[src/rtl/mmio_uart_tx_if.sv]
// Data-memory style bus between the core (master) and an MMIO responder (slave):
// store strobe, byte lanes, byte address, store data and combinational read data.
interface mmio_uart_tx_if;
  logic        we;
  logic [3:0]  byteEnable;
  logic [31:0] a;
  logic [31:0] wd;
  logic [31:0] rd;

  modport master (output we, byteEnable, a, wd, input rd);
  modport slave  (input we, byteEnable, a, wd, output rd);
endinterface

[src/rtl/mmio_uart_tx.sv]
// Memory-mapped 8N1 UART transmitter: TXDATA pushes into a TX FIFO that a serializer drains.
// Defining UART_TX_IRQ_EN adds the IRQEN register at offset 3 and a level irq output.
module mmio_uart_tx #(
  parameter logic [31:0] BASE_ADDR   = 32'h1000_0000,
  parameter int          FIFO_DEPTH  = 8,
  parameter logic [15:0] DEFAULT_DIV = 16'd16
) (
  input  logic           clk,
  input  logic           reset,
  mmio_uart_tx_if.slave  bus,
  output logic           tx
`ifdef UART_TX_IRQ_EN
  ,
  output logic           irq
`endif
);

  localparam int             PW        = $clog2(FIFO_DEPTH);
  localparam logic [PW:0]    DEPTH_CNT = (PW+1)'(FIFO_DEPTH);

  localparam logic [1:0] S_IDLE  = 2'd0;
  localparam logic [1:0] S_START = 2'd1;
  localparam logic [1:0] S_DATA  = 2'd2;
  localparam logic [1:0] S_STOP  = 2'd3;

  localparam logic [1:0] OFF_TXDATA  = 2'd0;
  localparam logic [1:0] OFF_STATUS  = 2'd1;
  localparam logic [1:0] OFF_BAUDDIV = 2'd2;
  localparam logic [1:0] OFF_IRQEN   = 2'd3;

  logic          w_sel;
  logic [1:0]    w_off;
  logic          w_wr_tx, w_wr_status, w_wr_div;
  logic          w_full, w_empty, w_push, w_pop, w_ovf_set, w_ovf_clr;
  logic          w_busy, w_baud_done;
  logic [15:0]   w_div_m1;
  logic [7:0]    w_head;
  logic [31:0]   w_count_ext;
  logic [3:0]    w_count_sat;
  logic [31:0]   w_status;
  logic          w_unused;

  logic [7:0]    r_mem [FIFO_DEPTH];
  logic [PW-1:0] r_wr_ptr, r_rd_ptr;
  logic [PW:0]   r_count;
  logic          r_ovf;
  logic [15:0]   r_div;
  logic [1:0]    r_state;
  logic [15:0]   r_baud;
  logic [2:0]    r_bitcnt;
  logic [7:0]    r_shift;
  logic          r_tx;

  assign w_sel       = (bus.a[31:4] == BASE_ADDR[31:4]);
  assign w_off       = bus.a[3:2];
  assign w_wr_tx     = bus.we & w_sel & (w_off == OFF_TXDATA)  & bus.byteEnable[0];
  assign w_wr_status = bus.we & w_sel & (w_off == OFF_STATUS)  & bus.byteEnable[0];
  assign w_wr_div    = bus.we & w_sel & (w_off == OFF_BAUDDIV);
  assign w_unused    = ^{bus.a[1:0], bus.wd[31:16], bus.byteEnable[3:2]};

  // Full/empty come from the pre-edge count, so a same-cycle pop never makes room.
  assign w_full      = (r_count == DEPTH_CNT);
  assign w_empty     = (r_count == '0);
  assign w_push      = w_wr_tx & ~w_full;
  assign w_ovf_set   = w_wr_tx & w_full;
  assign w_ovf_clr   = w_wr_status & bus.wd[3];
  assign w_head      = r_mem[r_rd_ptr];

  assign w_busy      = (r_state != S_IDLE);
  assign w_baud_done = (r_baud == 16'd0);
  assign w_div_m1    = (r_div == 16'd0) ? 16'd0 : r_div - 16'd1;
  assign w_pop       = ~w_empty & ((r_state == S_IDLE) | ((r_state == S_STOP) & w_baud_done));

  // NOTE: FIFO storage has no reset; the pointers and count alone define its contents.
  always_ff @(posedge clk) begin
    if (w_push) r_mem[r_wr_ptr] <= bus.wd[7:0];
  end

  // NOTE: sequential state uses non-blocking assignments so every register sees pre-edge values.
  always_ff @(posedge clk) begin
    if (reset) begin
      r_wr_ptr <= '0;
      r_rd_ptr <= '0;
      r_count  <= '0;
    end else begin
      if (w_push) r_wr_ptr <= r_wr_ptr + PW'(1);
      if (w_pop)  r_rd_ptr <= r_rd_ptr + PW'(1);
      case ({w_push, w_pop})
        2'b10:   r_count <= r_count + (PW+1)'(1);
        2'b01:   r_count <= r_count - (PW+1)'(1);
        default: r_count <= r_count;
      endcase
    end
  end

  always_ff @(posedge clk) begin
    if (reset) begin
      r_ovf <= 1'b0;
      r_div <= DEFAULT_DIV;
    end else begin
      if (w_ovf_set)      r_ovf <= 1'b1;
      else if (w_ovf_clr) r_ovf <= 1'b0;
      if (w_wr_div && bus.byteEnable[0]) r_div[7:0]  <= bus.wd[7:0];
      if (w_wr_div && bus.byteEnable[1]) r_div[15:8] <= bus.wd[15:8];
    end
  end

  // The baud counter reloads from BAUDDIV at every bit boundary, which is where a new divisor lands.
  always_ff @(posedge clk) begin
    if (reset) begin
      r_state  <= S_IDLE;
      r_tx     <= 1'b1;
      r_baud   <= 16'd0;
      r_bitcnt <= 3'd0;
      r_shift  <= 8'd0;
    end else begin
      case (r_state)
        S_IDLE: begin
          if (w_pop) begin
            r_shift <= w_head;
            r_baud  <= w_div_m1;
            r_tx    <= 1'b0;
            r_state <= S_START;
          end
        end
        S_START: begin
          if (w_baud_done) begin
            r_tx     <= r_shift[0];
            r_bitcnt <= 3'd0;
            r_baud   <= w_div_m1;
            r_state  <= S_DATA;
          end else begin
            r_baud <= r_baud - 16'd1;
          end
        end
        S_DATA: begin
          if (w_baud_done) begin
            r_baud <= w_div_m1;
            if (r_bitcnt == 3'd7) begin
              r_tx    <= 1'b1;
              r_state <= S_STOP;
            end else begin
              r_shift  <= r_shift >> 1;
              r_tx     <= r_shift[1];
              r_bitcnt <= r_bitcnt + 3'd1;
            end
          end else begin
            r_baud <= r_baud - 16'd1;
          end
        end
        S_STOP: begin
          if (w_baud_done) begin
            if (w_pop) begin
              r_shift <= w_head;
              r_baud  <= w_div_m1;
              r_tx    <= 1'b0;
              r_state <= S_START;
            end else begin
              r_state <= S_IDLE;
            end
          end else begin
            r_baud <= r_baud - 16'd1;
          end
        end
        default: r_state <= S_IDLE;
      endcase
    end
  end

  assign tx = r_tx;

  assign w_count_ext = 32'(r_count);
  assign w_count_sat = (w_count_ext > 32'd15) ? 4'hF : w_count_ext[3:0];
  assign w_status    = {24'd0, w_count_sat, r_ovf, w_busy, w_empty, w_full};

`ifdef UART_TX_IRQ_EN
  logic w_wr_irqen;
  logic r_irqen;
  logic r_irq;

  assign w_wr_irqen = bus.we & w_sel & (w_off == OFF_IRQEN) & bus.byteEnable[0];

  always_ff @(posedge clk) begin
    if (reset) begin
      r_irqen <= 1'b0;
      r_irq   <= 1'b0;
    end else begin
      if (w_wr_irqen) r_irqen <= bus.wd[0];
      r_irq <= r_irqen & w_empty & ~w_busy;
    end
  end

  assign irq = r_irq;
`endif

  // NOTE: rd gets a default before the case so the read mux cannot infer a latch.
  always_comb begin
    bus.rd = 32'd0;
    if (w_sel) begin
      case (w_off)
        OFF_STATUS:  bus.rd = w_status;
        OFF_BAUDDIV: bus.rd = {16'd0, r_div};
`ifdef UART_TX_IRQ_EN
        OFF_IRQEN:   bus.rd = {31'd0, r_irqen};
`endif
        default:     bus.rd = 32'd0;
      endcase
    end
  end

endmodule
[src/flat_wrapper.sv]
// flat-port wrapper written by rule: the top's interface ports become plain ports
module mmio_uart_tx_flat 
#(
  parameter logic [31:0] BASE_ADDR   = 32'h1000_0000,
  parameter int          FIFO_DEPTH  = 8,
  parameter logic [15:0] DEFAULT_DIV = 16'd16
)
  (clk, reset, tx, bus_we, bus_byteEnable, bus_a, bus_wd, bus_rd);
  mmio_uart_tx_if bus_i ();
  input  logic clk;
  input  logic reset;
  output logic tx;
  input wire logic [$bits(bus_i.we)-1:0] bus_we;
  input wire logic [$bits(bus_i.byteEnable)-1:0] bus_byteEnable;
  input wire logic [$bits(bus_i.a)-1:0] bus_a;
  input wire logic [$bits(bus_i.wd)-1:0] bus_wd;
  output wire logic [$bits(bus_i.rd)-1:0] bus_rd;
  assign bus_i.we = bus_we;
  assign bus_i.byteEnable = bus_byteEnable;
  assign bus_i.a = bus_a;
  assign bus_i.wd = bus_wd;
  assign bus_rd = bus_i.rd;
  mmio_uart_tx #(.BASE_ADDR(BASE_ADDR), .FIFO_DEPTH(FIFO_DEPTH), .DEFAULT_DIV(DEFAULT_DIV)) u_core (.clk(clk), .reset(reset), .bus(bus_i), .tx(tx));
endmodule
[config.mk]
export PLATFORM = sky130hd
export DESIGN_NAME = mmio_uart_tx_flat
export DESIGN_NICKNAME = d
export VERILOG_FILES = /design/src/rtl/mmio_uart_tx_if.sv /design/src/rtl/mmio_uart_tx.sv /design/src/flat_wrapper.sv
export SDC_FILE = /design/constraint.sdc
export NUM_CORES = 1
export LEC_CHECK = 0
export CAP_MARGIN = 20
export CELL_PAD_IN_SITES_DETAIL_PLACEMENT = 2
export CELL_PAD_IN_SITES_GLOBAL_PLACEMENT = 2
export CORE_UTILIZATION = 35
export CTS_CLUSTER_SIZE = 14
export DETAILED_ROUTE_END_ITERATION = 16
export PLACE_DENSITY = 0.87
export SYNTH_ARGS = -nofsm -noshare
export SYNTH_HDL_FRONTEND = slang
export SYNTH_SLANG_ARGS = --single-unit
[constraint.sdc]
create_clock -name clk -period 4.15 [get_ports clk]
set_input_delay 1.0375 -clock clk [delete_from_list [all_inputs] [get_ports clk]]
set_output_delay 1.0375 -clock clk [all_outputs]
set_load 0.01 [all_outputs]
[After elaboration in Yosys (flattened, before gate mapping)]
Memories as Yosys holds them, arrays and structs flattened. A register that Yosys moved wholly into a read port is not among the register bits.
Index checks and enable logic that the tools add are counted.
Cells by class
  $add $sub $neg: 7
  $lt $le $gt $ge: 1
  eq/ne operators: 16
  muxes and demuxes: 37
  bitwise operators: 14
  reduce and logical (&&, ||, !) cells: 17
Operators by type and width (count)
  $mux 16: 4
  $pmux 16 s3: 1
  $logic_not 16->1: 2
  $mux 32: 1
  $mux 8: 4
  $pmux 16 s2: 1
  $sub 16x1->16 const B: 2
  $eq 28x25->1 const B: 1
  $pmux 8 s3: 1
  $mux 3: 5
  $and 1x1->1: 11
  $mux 1: 10
  $mux 2: 5
  $ne 2x1->1 const B: 5
  $add 3x1->3 const B: 3
  $eq 2x2->1 const B: 4
  $pmux 2 s4: 1
  $pmux 4 s2: 1
  $reduce_and 4->1: 2
  $reduce_bool 2->1: 4
  $eq 2x1->1 const B: 3
  $pmux 3 s2: 1
  $reduce_and 5->1: 1
  $add 4x1->4 const B: 1
  15 further kinds: 18
Storage, ports and cells
  flip-flop bits (word level): 57
  memory bits (writable): 64
  memories: 1
Memories
  u_core.r_mem: depth 8, bits a word 8, rd ports 1, clocked after memory_dff 1, write ports 1, line mmio_uart_tx.sv:43  | logic [7:0] r_mem [FIFO_DEPTH];

[Longest topological paths before layout]
  depth after elaboration: 7
  mapped depth: 13

[Worst setup path before layout]
No wires, ideal clock.
  path type: in2reg
  start point: input port bus_a[14]
  end point: register u_core.r_count[2]
  setup time: 0.071 ns
  arrival time: 3.400 ns
  required time: 4.079 ns
  path slack: 0.680 ns
  stages on the path: 11
  buffers on the path: 0
  cells stage by stage: nor4_1 -> nand4_1 -> nor4b_4 -> inv_1 -> ha_1 -> xor2_1 -> ha_1 -> a21oi_1 -> xor2_1 -> or3_1 -> a21oi_1
On the way
  cells in the longest elaborated chain, start to end: 7
  elaborated cells on any way between the ends: 9
  classes of those cells: eq/ne: 3; mux: 1; bitwise: 4; reduce/logical: 1
Ends and longest elaborated chain
  from (decl): line flat_wrapper.sv:15  | input wire logic [$bits(bus_i.a)-1:0] bus_a;
  $eq 28x25->1 (*): line mmio_uart_tx.sv:54  | assign w_sel = (bus.a[31:4] == BASE_ADDR[31:4]);
  $and 1x1->1 (*) (3 in series): line mmio_uart_tx.sv:56  | assign w_wr_tx = bus.we & w_sel & (w_off == OFF_TXDATA) & bus.byteEnable[0];
  $and 1x1->1 (*): line mmio_uart_tx.sv:64  | assign w_push = w_wr_tx & ~w_full;
  $eq 2x1->1 / $eq 2x2->1 (equally long branches): line mmio_uart_tx.sv:88  | case ({w_push, w_pop})
  $pmux 4 s2 / $reduce_bool 2->1 (equally long branches)
  to (signal assigned): line mmio_uart_tx.sv:89  | 2'b10: r_count <= r_count + (PW+1)'(1);
  to (signal assigned): line mmio_uart_tx.sv:90  | 2'b01: r_count <= r_count - (PW+1)'(1);
  to (signal assigned): line mmio_uart_tx.sv:91  | default: r_count <= r_count;
  to (decl): line mmio_uart_tx.sv:45  | logic [PW:0] r_count;
Every way passes the cells marked *; elsewhere a longest branch is shown, timed or not.
A chain may end at the register's enable or synchronous reset.

[Final worst setup path]
  start point: input port bus_a[13]
  end point: output port bus_rd[0]
On the way
  cells in the longest elaborated chain, start to end: 2
Ends and longest elaborated chain
  $eq 28x25->1: line mmio_uart_tx.sv:54
  $mux 32: line mmio_uart_tx.sv:199  | if (w_sel) begin
  to (decl): line flat_wrapper.sv:17  | output wire logic [$bits(bus_i.rd)-1:0] bus_rd;
Every way passes these cells.

==> flow_summary.toml <==
[clocking]
root_buffer = "clkbuf_16"
clkTransAtPathRegs_ns = 0.06
cts_tree = "built"
h-tree-depth = 4
cts_buffer_depth = 2
cts_sinks = 124
cts_buffers = 17
worstSkewPairLatency_ns = 0.44

[timing]
worstMarginPinSlew_ns = 0.964
relSlewSlack_pct = 35.6
tns_ns = -0.0875
fmax_mhz = 238
fin_crit_sh_pct = 101
whs_ns = 0.440
min_period_ns = 4.20
hold_violations = 0
clock_skew_ns = 0.0164
slew_violations = 0
setup_viol = 4
fin_ws_ns = -0.0496

[pwr]
p_sw_uw = 939
clkPwrFrac_pct = 47.6
p_comb_share_pct = 11.6
vdd_drop_max_mv = 0.300
p_per_area_nw_per_um2 = 391
leakage_nw = 3.08
p_seq_share_pct = 40.8
internal-power_mw = 2.28
netSwitchingFraction_pct = 29.2

[placed_design]
hpwlAfterDp_um = 16000
gp_congestion = 0.794
port-buffer-count = 67
placed_cells = 906
placed_area_um2 = 7520

[route]
drt_wl_total_um = 27000
dr.pass1.iters = 5
first_iter_violations = 501
drc_errors = 0
wl_per_cell_um = 28.6
viasPerCell = 6.07
ant_nets = 0
vias = 5721

[run_status]
status = "complete, but fails checks"
violations = "negative setup slack"

[floorplanning]
die_area_um2 = 19600
start_util_pct = 35.7
die_h_um = 140
io_pins = 104
fp-row-count = 50
fp.dieW_um = 140
core_um2 = 18600

[logic_synthesis]
synth_ff_type = "edfxtp_1"
ys_warn_count = 0
synth_cells = 623
ys_ff_latch = 124
synth_cell_types = 73
ys_seq_area_share_pct = 47.0
synth.avg_cell_area_um2 = 10.7
synth_edf_count = 64
syn_area_um2 = 6650
async_flop_share_pct = 0

[layout]
finalNetCount = 785
n_antenna_cell = 0
final_cell_mix = "nor2_1, edfxtp_1, dfxtp_1"
multi_input_area_um2 = 3300
final_cell_area_um2 = 8220
n_fill_cell = 1891
mostFrequentLayoutCell = "nor2_1"
drive_gt1_share_pct = 15.5
syn_to_final_growth_pct = 23.6
post-route-util_pct = 44.1
stdcell_count = 943
register_area_um2 = 3120

[global_route]
grtUsageTotal_pct = 27.1
grt_pass1_vias = 6210
grt_overflow = 0
grt_max_degree = 54
antenna_found_initial = 0
grt_pass1_wl_um = 39100

[critical_path]
cp_data_required_time_ns = 3.11
reg2regPathDepth = 12
path_class = "input pin to output port"
cp-end-kind = "output port"
arrival_ns = 3.16
critPathLaunchType = "input pin"
critPathMaxFanout = 8

[worst_hold_path]
worst_hold_path_type = "flop to flop"
min_path_cells = 2

[job]
cap_violations = 0
path summary, 6_finish.rpt:
path / startpoint / endpoint / slack, ns
worst max-delay path: bus_a[13] / bus_rd[0] / -0.05
worst min-delay path: u_core.tx$_SDFFE_PP1P_ / u_core.tx$_SDFFE_PP1P_ / 0.44
worst max register to register: u_core.r_baud[0]$_SDFF_PP0_ / u_core.r_count[3]$_SDFFE_PP0P_ / 0.83
worst min register to register: u_core.tx$_SDFFE_PP1P_ / u_core.tx$_SDFFE_PP1P_ / 0.44
cell usage after synthesis (all sizes together) (3+ instances only):
library cell / n / area (µm²)
a211oi: 3 / 22.5
a21boi: 3 / 22.5
a21o: 3 / 22.5
a21oi: 29 / 145
a22oi: 8 / 60.1
a31oi: 4 / 31.3
and2: 9 / 56.3
buf: 32 / 215
clkbuf: 20 / 75.1
dfxtp: 60 / 1200
edfxtp: 64 / 1920
ha: 18 / 225
inv: 15 / 56.3
mux2: 3 / 33.8
mux2i: 42 / 420
mux4: 16 / 360
nand2: 46 / 173
nand2b: 4 / 25.0
nand3: 8 / 40.0
nand4: 7 / 50.1
nor2: 77 / 292
nor3: 15 / 85.1
nor3b: 3 / 27.5
nor4: 18 / 185
nor4b: 5 / 65.1
o2111ai: 3 / 26.3
o211ai: 5 / 37.5
o21ai: 26 / 130
o31ai: 5 / 37.5
o41ai: 4 / 35.0
or2: 4 / 25.0
or4: 8 / 63.8
xnor2: 11 / 96.3
xor2: 11 / 96.3
power by group through the flow:
stage	Clock, mW	Combinational (mW)	Sequential [mW]
4_1_cts	1.53	0.363	1.31
3_5_place_dp	0	0.353	1.34
3_3_place_gp	0	0.326	1.34
2_1_floorplan	0	0.215	1.34
6_report	1.53	0.373	1.31
5_1_grt	1.58	0.400	1.31
cells by family after synthesis:
kind of cell,synth area share (%)
DFF,47.0
buffers and inverters,5.21
xor gates and xnor gates,2.90
muxes,12.3
other,0.0564
and+or+nand+nor,18.0
adders and majority gates,3.39
AOI/OAI and AO/OA,11.3
state kept, by name (all words and copies together), names as in the netlist, 3 cells and up, named ones only:
name / cells
u_core.r_mem: 64
u_core.r_bitcnt: 3
u_core.r_baud: 16
u_core.r_count: 4
u_core.r_rd_ptr: 3
u_core.r_div: 16
u_core.r_wr_ptr: 3
u_core.r_shift: 8
critical path, cell delays in order:
cell             delay [ns]
clkdlybuf4s50_1        0.43
nor4_1                 0.37
nand4_1                0.13
buf_4                  0.19
nor2_2                 0.14
nand2_4                0.12
nor2_1                 0.16
clkdlybuf4s50_1        0.58
repair_timing:
| action | in CTS | in global routing |
|---|---|---|
| gates resized for setup | 14 | 14 |
| setup endpoints to repair | 16 | 7 |
| cloned | 0 | 1 |
| hold buffers | 0 | 0 |
| setup buffers | 1 | 2 |
| pin swaps | 3 | 4 |
metal layers:
layer | track usage [%] | wire length [µm] | part of all wire [%]
met2 | 47.9 | 14200 | 52
met1 | 31.3 | 10400 | 38
met5 | 0 | 0 | 0
met3 | 5.06 | 1460 | 5.4
met4 | 13.7 | 1030 | 3.8
cell type report:
class | instances | area share (%)
inverters | 15 | 0.685
multi-input cells | 447 | 40.2
repair buffers | 91 | 10.5
clock buffers | 17 | 5.18
flip-flops and latches | 124 | 38.0
clock inverters | 15 | 1.87
well taps | 234 | 3.56
through the flow:
step,setup slack [ns],power [mW]
after floorplan,0.680,1.55
after global placement,0.0391,1.66
after detailed placement,-0.186,1.69
after CTS,0.00783,3.20
after global routing,-0.0967,3.29
final,-0.0496,3.21
Note: power is estimated with default switching activity, not from simulation.
